$ cat src/rtl/spi_slave_rx_mode2_if.sv
// rtl/spi_slave_rx_mode2_if.sv - SPI pin and receive-result bundle for the mode-2 slave receiver
interface spi_slave_rx_mode2_if #(
  parameter int DATA_WIDTH = 8
);
  logic                  In_spi_cs_n;
  logic                  In_spi_sclk;
  logic                  In_spi_mosi;
  logic [DATA_WIDTH-1:0] Out_rx_data;
  logic                  Out_rx_valid;
  logic                  Out_rx_busy;
  logic                  Out_rx_err;

  modport slave (
    input  In_spi_cs_n, In_spi_sclk, In_spi_mosi,
    output Out_rx_data, Out_rx_valid, Out_rx_busy, Out_rx_err
  );

  modport master (
    output In_spi_cs_n, In_spi_sclk, In_spi_mosi,
    input  Out_rx_data, Out_rx_valid, Out_rx_busy, Out_rx_err
  );
endinterface

$ cat src/rtl/spi_slave_rx_mode2.sv
// rtl/spi_slave_rx_mode2.sv - SPI mode-2 (CPOL=1, CPHA=0) slave receiver with input synchronisers
module spi_slave_rx_mode2 #(
  parameter int DATA_WIDTH  = 8,
  parameter int SYNC_STAGES = 2
) (
  input logic                  In_clk,
  input logic                  In_rst,
  spi_slave_rx_mode2_if.slave  bus
);
  localparam int CW = $clog2(DATA_WIDTH);
  localparam int FW = $clog2(SYNC_STAGES + 1);
  localparam int LS = SYNC_STAGES - 1;

  typedef enum logic {ST_IDLE = 1'b0, ST_RECV = 1'b1} state_t;

  logic [SYNC_STAGES-1:0] cs_sync_q, cs_sync_d;
  logic [SYNC_STAGES-1:0] sclk_sync_q, sclk_sync_d;
  logic [SYNC_STAGES-1:0] mosi_sync_q, mosi_sync_d;
  logic                   cs_prev_q, cs_prev_d;
  logic                   sclk_prev_q, sclk_prev_d;
  logic [FW-1:0]          flush_q, flush_d;
  logic                   armed_q, armed_d;
  state_t                 state_q, state_d;
  logic [CW-1:0]          cnt_q, cnt_d;
  logic [DATA_WIDTH-1:0]  shift_q, shift_d;
  logic [DATA_WIDTH-1:0]  data_q, data_d;
  logic                   valid_q, valid_d;
  logic                   err_q, err_d;

  logic flush_done;
  logic cs_fall;
  logic cs_rise;
  logic sclk_fall;
  logic mosi_bit;

  // Synchroniser shifting, edge detection, and arming of the CS_n falling-edge detector.
  // The detector stays disarmed until CS_n has been seen high with real pin data in the
  // chain, so a CS_n held low through reset cannot start a frame halfway through.
  always_comb begin
    cs_sync_d   = {cs_sync_q[SYNC_STAGES-2:0], bus.In_spi_cs_n};
    sclk_sync_d = {sclk_sync_q[SYNC_STAGES-2:0], bus.In_spi_sclk};
    mosi_sync_d = {mosi_sync_q[SYNC_STAGES-2:0], bus.In_spi_mosi};
    cs_prev_d   = cs_sync_q[LS];
    sclk_prev_d = sclk_sync_q[LS];
    flush_done  = (flush_q == FW'(SYNC_STAGES));
    flush_d     = flush_done ? flush_q : flush_q + FW'(1);
    armed_d     = armed_q | (flush_done & cs_sync_q[LS]);
    cs_fall     = armed_q & cs_prev_q & ~cs_sync_q[LS];
    cs_rise     = ~cs_prev_q & cs_sync_q[LS];
    sclk_fall   = sclk_prev_q & ~sclk_sync_q[LS];
    mosi_bit    = mosi_sync_q[LS];
  end

  // Frame FSM: shift on SCLK falling edges, publish full words, flag partial words at CS_n rise.
  always_comb begin
    state_d = state_q;
    cnt_d   = cnt_q;
    shift_d = shift_q;
    data_d  = data_q;
    valid_d = 1'b0;
    err_d   = 1'b0;
    case (state_q)
      ST_IDLE: begin
        if (cs_fall) begin
          state_d = ST_RECV;
          cnt_d   = '0;
          shift_d = '0;
        end
      end
      ST_RECV: begin
        if (sclk_fall) begin
          shift_d = {shift_q[DATA_WIDTH-2:0], mosi_bit};
          if (cnt_q == CW'(DATA_WIDTH - 1)) begin
            cnt_d   = '0;
            data_d  = {shift_q[DATA_WIDTH-2:0], mosi_bit};
            valid_d = 1'b1;
          end else begin
            cnt_d = cnt_q + CW'(1);
          end
        end
        // The count used here already includes a same-cycle final edge, so a word that
        // completes together with CS_n rising ends cleanly.
        if (cs_rise) begin
          state_d = ST_IDLE;
          err_d   = (cnt_d != '0);
          cnt_d   = '0;
        end
      end
      default: state_d = ST_IDLE;
    endcase
  end

  // State register for synchronisers, FSM and registered outputs.
  always_ff @(posedge In_clk or posedge In_rst) begin
    if (In_rst) begin
      cs_sync_q   <= '1;
      sclk_sync_q <= '1;
      mosi_sync_q <= '0;
      cs_prev_q   <= 1'b1;
      sclk_prev_q <= 1'b1;
      flush_q     <= '0;
      armed_q     <= 1'b0;
      state_q     <= ST_IDLE;
      cnt_q       <= '0;
      shift_q     <= '0;
      data_q      <= '0;
      valid_q     <= 1'b0;
      err_q       <= 1'b0;
    end else begin
      cs_sync_q   <= cs_sync_d;
      sclk_sync_q <= sclk_sync_d;
      mosi_sync_q <= mosi_sync_d;
      cs_prev_q   <= cs_prev_d;
      sclk_prev_q <= sclk_prev_d;
      flush_q     <= flush_d;
      armed_q     <= armed_d;
      state_q     <= state_d;
      cnt_q       <= cnt_d;
      shift_q     <= shift_d;
      data_q      <= data_d;
      valid_q     <= valid_d;
      err_q       <= err_d;
    end
  end

  assign bus.Out_rx_data  = data_q;
  assign bus.Out_rx_valid = valid_q;
  assign bus.Out_rx_busy  = (state_q == ST_RECV);
  assign bus.Out_rx_err   = err_q;
endmodule
$ cat src/flat_wrapper.sv
// flat-port wrapper written by rule: the top's interface ports become plain ports
module spi_slave_rx_mode2_flat 
#(
  parameter int DATA_WIDTH  = 8,
  parameter int SYNC_STAGES = 2
)
  (In_clk, In_rst, bus_In_spi_cs_n, bus_In_spi_sclk, bus_In_spi_mosi, bus_Out_rx_data, bus_Out_rx_valid, bus_Out_rx_busy, bus_Out_rx_err);
  spi_slave_rx_mode2_if #(.DATA_WIDTH(DATA_WIDTH)) bus_i ();
  input logic In_clk;
  input logic In_rst;
  input wire logic [$bits(bus_i.In_spi_cs_n)-1:0] bus_In_spi_cs_n;
  input wire logic [$bits(bus_i.In_spi_sclk)-1:0] bus_In_spi_sclk;
  input wire logic [$bits(bus_i.In_spi_mosi)-1:0] bus_In_spi_mosi;
  output wire logic [$bits(bus_i.Out_rx_data)-1:0] bus_Out_rx_data;
  output wire logic [$bits(bus_i.Out_rx_valid)-1:0] bus_Out_rx_valid;
  output wire logic [$bits(bus_i.Out_rx_busy)-1:0] bus_Out_rx_busy;
  output wire logic [$bits(bus_i.Out_rx_err)-1:0] bus_Out_rx_err;
  assign bus_i.In_spi_cs_n = bus_In_spi_cs_n;
  assign bus_i.In_spi_sclk = bus_In_spi_sclk;
  assign bus_i.In_spi_mosi = bus_In_spi_mosi;
  assign bus_Out_rx_data = bus_i.Out_rx_data;
  assign bus_Out_rx_valid = bus_i.Out_rx_valid;
  assign bus_Out_rx_busy = bus_i.Out_rx_busy;
  assign bus_Out_rx_err = bus_i.Out_rx_err;
  spi_slave_rx_mode2 #(.DATA_WIDTH(DATA_WIDTH), .SYNC_STAGES(SYNC_STAGES)) u_core (.In_clk(In_clk), .In_rst(In_rst), .bus(bus_i));
endmodule
$ cat config.mk
export PLATFORM = sky130hd
export DESIGN_NAME = spi_slave_rx_mode2_flat
export DESIGN_NICKNAME = d
export VERILOG_FILES = /design/src/rtl/spi_slave_rx_mode2_if.sv /design/src/rtl/spi_slave_rx_mode2.sv /design/src/flat_wrapper.sv
export SDC_FILE = /design/constraint.sdc
export NUM_CORES = 1
export LEC_CHECK = 0
export ABC_AREA = 1
export BUFFER_PORTS_ARGS = -buffer_cell sky130_fd_sc_hd__buf_2
export CAP_MARGIN = 25
export CORE_ASPECT_RATIO = 1.5
export CORE_UTILIZATION = 45
export DETAILED_ROUTE_END_ITERATION = 6
export GPL_TIMING_DRIVEN = 0
export MAX_ROUTING_LAYER = met4
export PLACE_DENSITY = 0.72
export SYNTH_ARGS = -nofsm -noshare
export SYNTH_HDL_FRONTEND = slang
export SYNTH_SLANG_ARGS = --single-unit
$ cat constraint.sdc
create_clock -name In_clk -period 2.26 [get_ports In_clk]
set_input_delay 0.226 -clock In_clk [delete_from_list [all_inputs] [get_ports In_clk]]
set_output_delay 0.226 -clock In_clk [all_outputs]
set_load 0.02 [all_outputs]
==> flow_summary.ini, run 1 <==
[outcome]
outcome = completed

[sta]
report.final.slew_viol_count = 0
setup_viol = 0
clock_skew_ps = 7.29
period_share_pct = 66.3
rsz0062_at_grt = false
fmax_ghz = 0.668
worstMarginPinSlew_ps = 634
finalHoldViolCount = 0
setup_slack_ps = 762
slew_headroom_pct = 57.3
finalSetupTns_ps = 0
period_needed_ps = 1500

[worst_setup_path]
cp.arrival_ps = 1630
cp_max_fo = 7
reg2reg_depth = 3
regToRegStartpoint = u_core.cs_prev_q$_DFF_PP1_
end_kind = register
cp-start-kind = register
critical_path_class = reg -> reg
reg2reg_slack_ps = 760
r2r_end = u_core.shift_q[2]$_DFFE_PP0P_
crit_required_ps = 2390

[final_layout]
final_common_cell = nand2_1
stdcell_count = 180
drive_gt1_share_pct = 32.2
multi_input_area_sq_um = 354
area_growth_pct = 21.9
antennaDiodeCount = 0
layout_common_cells = nand2_1 (29), dfrtp_1 (26), inv_1 (20)
seq_area_sq_um = 808
n_fill_cell = 226
nNetsFinal = 150

[grt]
grt_max_degree = 19
antenna_found_initial = 0
grt_pass1_wl_mm = 3.49
grt_usage_pct = 17.7
gr-total-overflow = 0
grt_pass1_vias = 832

[routing]
first_pass_iters = 4
finalWirelength_mm = 2.05
route.detailed.drc = 0
drtAntennaViolNets = 0
avgRoutedWirePerCell_um = 11.4
vias_per_cell = 4.67
routed-via-count = 841
first_iter_violations = 10

[yosys]
synth_area_sq_um = 1260
synthesis.nets = 127
synthTopCellsByArea = dfrtp_1 (52%), dfstp_2 (13%), nand2_1 (8.6%)
ys_ff_latch = 32
synth_cells = 119
synth_top_area_share_pct = 51.7
ys_types = 19
ys_warn_count = 0
ys.flop_type = dfrtp_1
ys_seq_area_share_pct = 64.2
synth-edff-count = 0
avgSynthCellArea_sq_um = 10.6
synth_largest_area_cell = dfrtp_1
synthArstFlopShare_pct = 100

[run]
maxCapViolCount = 0

[placed_design]
gp_congestion = 0.798
dp_hpwl_mm = 1.49
dp_cells = 172
buffer_ports.inserted = 15
place_ws_ps = 749

[floorplanning]
core_sq_um = 2680
rows = 23
die_h_um = 66.8
io_pins = 16
dieArea_sq_um = 3020
chipWidth_um = 45.2
initial_utilization_pct = 47.0

[clock_tree]
cts.sinks = 32
clkLatencyLatePin_ps = 280
cts_made_buffers = 5
clockBufferDepth = 2
postCtsSetupBuffers = 0
tritoncts = built
post_cts_resize_count = 0
cts-root-buf = clkbuf_8
clkTransAtPathRegs_ps = 60
cts_hold_buffers = 0
cts_max_level = 2

[power]
p_leak_nw = 0.803
peakVddDrop_mv = 0.644
powerDensity_nw_per_um2 = 883

[min_path]
hold_path_class = in -> async
-- critical path, stage by stage, from the launching register on --
cell     delay (ps)
dfstp_2         520
nand3_1         110
o21ai_0         530
o21ai_0         180
-- cell families after synthesis --
logic type	synth area share, %
flip-flops	64.2
AO/OA/AOI/OAI	10.5
buffers and inverters	7.65
XOR/XNOR	0.696
AND/OR/NAND/NOR	13.9
adder cells (fa/ha/maj)	2.98
-- area by class of cell --
class / count / area share, %
sequential: 32 / 52.7
multi-input combinational: 64 / 23.1
timing repair buffer: 16 / 6.69
clock buffer: 7 / 6.28
inverter: 22 / 5.55
tap: 37 / 3.02
clock inverter: 1 / 1.96
buffer: 1 / 0.734
-- sequential cells by signal, summed over array words and instances (netlist names) --
name and flops:
u_core.flush_q 2, u_core.bus.Out_rx_busy 1, u_core.mosi_sync_q 2, u_core.bus.Out_rx_data 8, u_core.cnt_q 3, u_core.cs_sync_q 2
u_core.bus.Out_rx_valid 1, u_core.shift_q 7, u_core.cs_prev_q 1, u_core.sclk_prev_q 1, u_core.armed_q 1, u_core.bus.Out_rx_err 1
u_core.sclk_sync_q 2
-- metal layers --
metal / vias up / track usage (%) / wire length [um]
met1: 396 / 19.7 / 878
met3: 9 / 6.50 / 93
met5: - / - / 0
met2: 25 / 25.5 / 995
li1: 411 / - / -
met4: 0 / 12.5 / 78
-- metrics by stage --
step                hold slack, ps  total power, mW  util [%]  cell area (sq um)
floorplan                      230            0.731         -               1260
global placement               331            0.758      51.6               1380
detailed placement             332            0.774      52.6               1410
CTS                           16.3             1.37      57.3               1530
global route                  17.6             1.42      57.3               1530
finish                        10.3             1.35      57.3               1530
-- power breakdown --
group	leakage, nW	switching (mW)	internal [mW]	total [mW]
clock	0.0645	0.203	0.389	0.592
combinational	0.335	0.0838	0.0432	0.127
sequential	0.403	0.0220	0.614	0.636
total	0.803	0.309	1.05	1.35
-- worst max-delay path by stage --
| stage | startpoint | to | slack, ps |
|---|---|---|---|
| detailed placement | u_core.cs_prev_q$_DFF_PP1_ | u_core.shift_q[2]$_DFFE_PP0P_ | 750 |
| global route | u_core.cs_prev_q$_DFF_PP1_ | u_core.shift_q[2]$_DFFE_PP0P_ | 590 |
| finish | u_core.cs_prev_q$_DFF_PP1_ | u_core.shift_q[2]$_DFFE_PP0P_ | 760 |
| CTS | u_core.cs_prev_q$_DFF_PP1_ | u_core.shift_q[2]$_DFFE_PP0P_ | 730 |
| global placement | u_core.cs_prev_q$_DFF_PP1_ | u_core.shift_q[5]$_DFFE_PP0P_ | 770 |
| floorplan | u_core.sclk_prev_q$_DFF_PP1_ | u_core.bus.Out_rx_data[2]$_DFFE_PP0P_ | 1000 |
-- synth_stat cells, drive strengths merged, types with 2 or more instances --
cell type / n
dfstp: 6
o21ai: 16
inv: 22
dfrtp: 26
o22ai: 3
nor2: 2
nand2: 33
nand3: 4
ha: 3
(Power assumes the default switching activity.)
==> run 2: changes to the inputs <==
- ABC_AREA: 1 -> 0
- PLACE_DENSITY: 0.72 -> 0.74
- clock period: 2.26 -> 1.25 ns (I/O delays scaled with it)
==> run 2 against run 1 <==
  * The run now ends with setup timing left
  * Combinational power up 76%
  * Worst hold slack gained 340 ps
  * First-iteration DRC count grew 30%
  * Die area rose by 0.20%
  * Critical path type unchanged
  * Largest cell class unchanged
==> flow_summary.ini, run 2 <==
[power]
swShare_pct = 22.0
powerDensity_nw_per_um2 = 1390
p_int_mw = 1.79
peakVddDrop_mv = 1.06
p_sw_uw = 504
seqPwrFrac_pct = 49.0
p_leak_nw = 0.832
clkPwrFrac_pct = 41.2
total_power_mw = 2.29
combPwrFrac_pct = 9.7

[floorplanning]
dieArea_sq_um = 3020
core_sq_um = 2680
initial_utilization_pct = 47.1
rows = 23
io_pins = 16
chipWidth_um = 45.2
die_h_um = 66.8

[worst_setup_path]
end_kind = register
cp_max_fo = 7
critical_path_class = reg -> reg
cp.arrival_ps = 1600
cp-start-kind = register
crit_required_ps = 1470

[routing]
drtAntennaViolNets = 0
first_pass_iters = 2
vias_per_cell = 4.92
first_iter_violations = 13
route.detailed.drc = 0
avgRoutedWirePerCell_um = 14.0
finalWirelength_mm = 2.10
routed-via-count = 738

[sta]
slew_headroom_pct = 68.1
report.final.slew_viol_count = 0
setup_viol = 19
worstMarginPinSlew_ps = 478
finalSetupTns_ps = -1780
clock_skew_ps = 6.72
timing.hold.ws_ps = 355
rsz0062_at_grt = true
finalHoldViolCount = 0
period_share_pct = 110
setup_slack_ps = -130
period_needed_ps = 1380
fmax_ghz = 0.725

[min_path]
hold_path_class = reg -> reg

[final_layout]
nNetsFinal = 120
final_util_pct = 61.5
final_common_cell = dfrtp_1
design_area_sq_um = 1650
n_fill_cell = 214
area_growth_pct = 30.6
largest_register_ffs = 8
antennaDiodeCount = 0
stdcell_count = 150
drive_gt1_share_pct = 52.2
layout_common_cells = dfrtp_1 (25), buf_2 (15), mux2_4 (8)

[clock_tree]
clkTransAtPathRegs_ps = 60
cts_max_level = 2
clkLatencyLatePin_ps = 280
cts_made_buffers = 5
clockBufferDepth = 2
cts.sinks = 32
tritoncts = built
cts-root-buf = clkbuf_8

[yosys]
synth-edff-count = 0
synthArstFlopShare_pct = 100
ys.flop_type = dfrtp_1
synth_area_sq_um = 1260
avgSynthCellArea_sq_um = 15.8
synthTopCellsByArea = dfrtp_1 (52%), dfstp_2 (13%), mux2_4 (9.5%)
ys_seq_area_share_pct = 64.1
synthesis.nets = 88
ys_types = 24
synth_largest_area_cell = dfrtp_1
synth_common_cells = dfrtp_1 (26), mux2_4 (8), a22o_2 (7), dfstp_2 (6), inv_1 (5)
synth.most_common_cell = dfrtp_1
synth_top_area_share_pct = 51.6
ys_ff_latch = 32
synth_cells = 80
ys_warn_count = 0

[grt]
grt_max_degree = 23
grt_usage_pct = 17.8
grt_pass1_vias = 798
grt_pass1_wl_mm = 3.53
gr-total-overflow = 0
antenna_found_initial = 0

[placed_design]
place_ws_ps = -150
gp_congestion = 0.704
buffer_ports.inserted = 15
place_area_sq_um = 1430
dp_hpwl_mm = 1.34
dp_cells = 133

[outcome]
outcome = finished, violations left
failed_checks = setup timing

[run]
maxCapViolCount = 0
==> run 2: repair_timing <==
item | in CTS | in global routing
gates cloned | 1 | 0
pin swaps | 4 | 9
hold buffers | 4 | 0
resized for setup | 2 | 3
setup endpoints to repair | 19 | 19
setup buffers | 5 | 0
endpoints found under the hold margin | 13 | 0
==> run 2: final cells by class <==
class	instances	area, sq um	share of cell area (%)
buffer	1	11.3	0.684
clock buffer	6	72.6	4.41
clock inverter	2	35.0	2.13
inverter	5	18.8	1.14
multi-input combinational	42	473	28.7
sequential	32	810	49.2
tap	37	46.3	2.81
timing repair buffer	25	180	10.9
==> run 2: power by group through the flow <==
stage,Combinational [mW],Sequential [mW],Clock [mW]
finish,0.223,1.12,0.945
global route,0.245,1.13,1.03
CTS,0.203,1.12,0.973
detailed placement,0.158,1.15,0
global placement,0.140,1.14,0
floorplan,0.107,1.14,0
==> run 2: layer usage <==
| metal | track usage, % | up-vias | part of all wire [%] |
|---|---|---|---|
| met5 | - | - | 0 |
| met4 | 9.47 | 0 | 3.0 |
| met3 | 8.94 | 11 | 5.3 |
| met2 | 27.4 | 20 | 50 |
| met1 | 18.1 | 360 | 42 |
| li1 | - | 347 | - |
==> run 2: logic make-up after synthesis <==
logic type               after synthesis  synth area share [%]
adder cells (fa/ha/maj)                3                  2.98
flip-flops                            32                  64.1
AND/OR/NAND/NOR                       10                  5.36
buffers and inverters                  7                  2.68
multiplexers                          11                  11.9
AO/OA/AOI/OAI                         16                  12.3
XOR/XNOR                               1                 0.695
==> run 2: final timing paths <==
| path | from | endpoint | slack, ps | depth (start not counted) |
|---|---|---|---|---|
| max | u_core.sclk_sync_q[1]$_DFF_PP1_ | u_core.shift_q[6]$_DFFE_PP0P_ | -130 | 4 |
| min | u_core.cs_sync_q[0]$_DFF_PP1_ | u_core.cs_sync_q[1]$_DFF_PP1_ | 350 | 0 |
| max reg2reg | u_core.sclk_sync_q[1]$_DFF_PP1_ | u_core.shift_q[6]$_DFFE_PP0P_ | -130 | 4 |
| min reg2reg | u_core.cs_sync_q[0]$_DFF_PP1_ | u_core.cs_sync_q[1]$_DFF_PP1_ | 350 | 0 |
| max in group asynchronous | In_rst | u_core.sclk_prev_q$_DFF_PP1_ | 310 | 4 |
| min in group asynchronous | In_rst | u_core.bus.Out_rx_data[2]$_DFFE_PP0P_ | 390 | 3 |
==> run 2: critical path: stages (launching register included) <==
cell and delay (ps):
dfstp_2 530, and3b_1 180, buf_6 150, a41oi_4 280, a22o_2 190
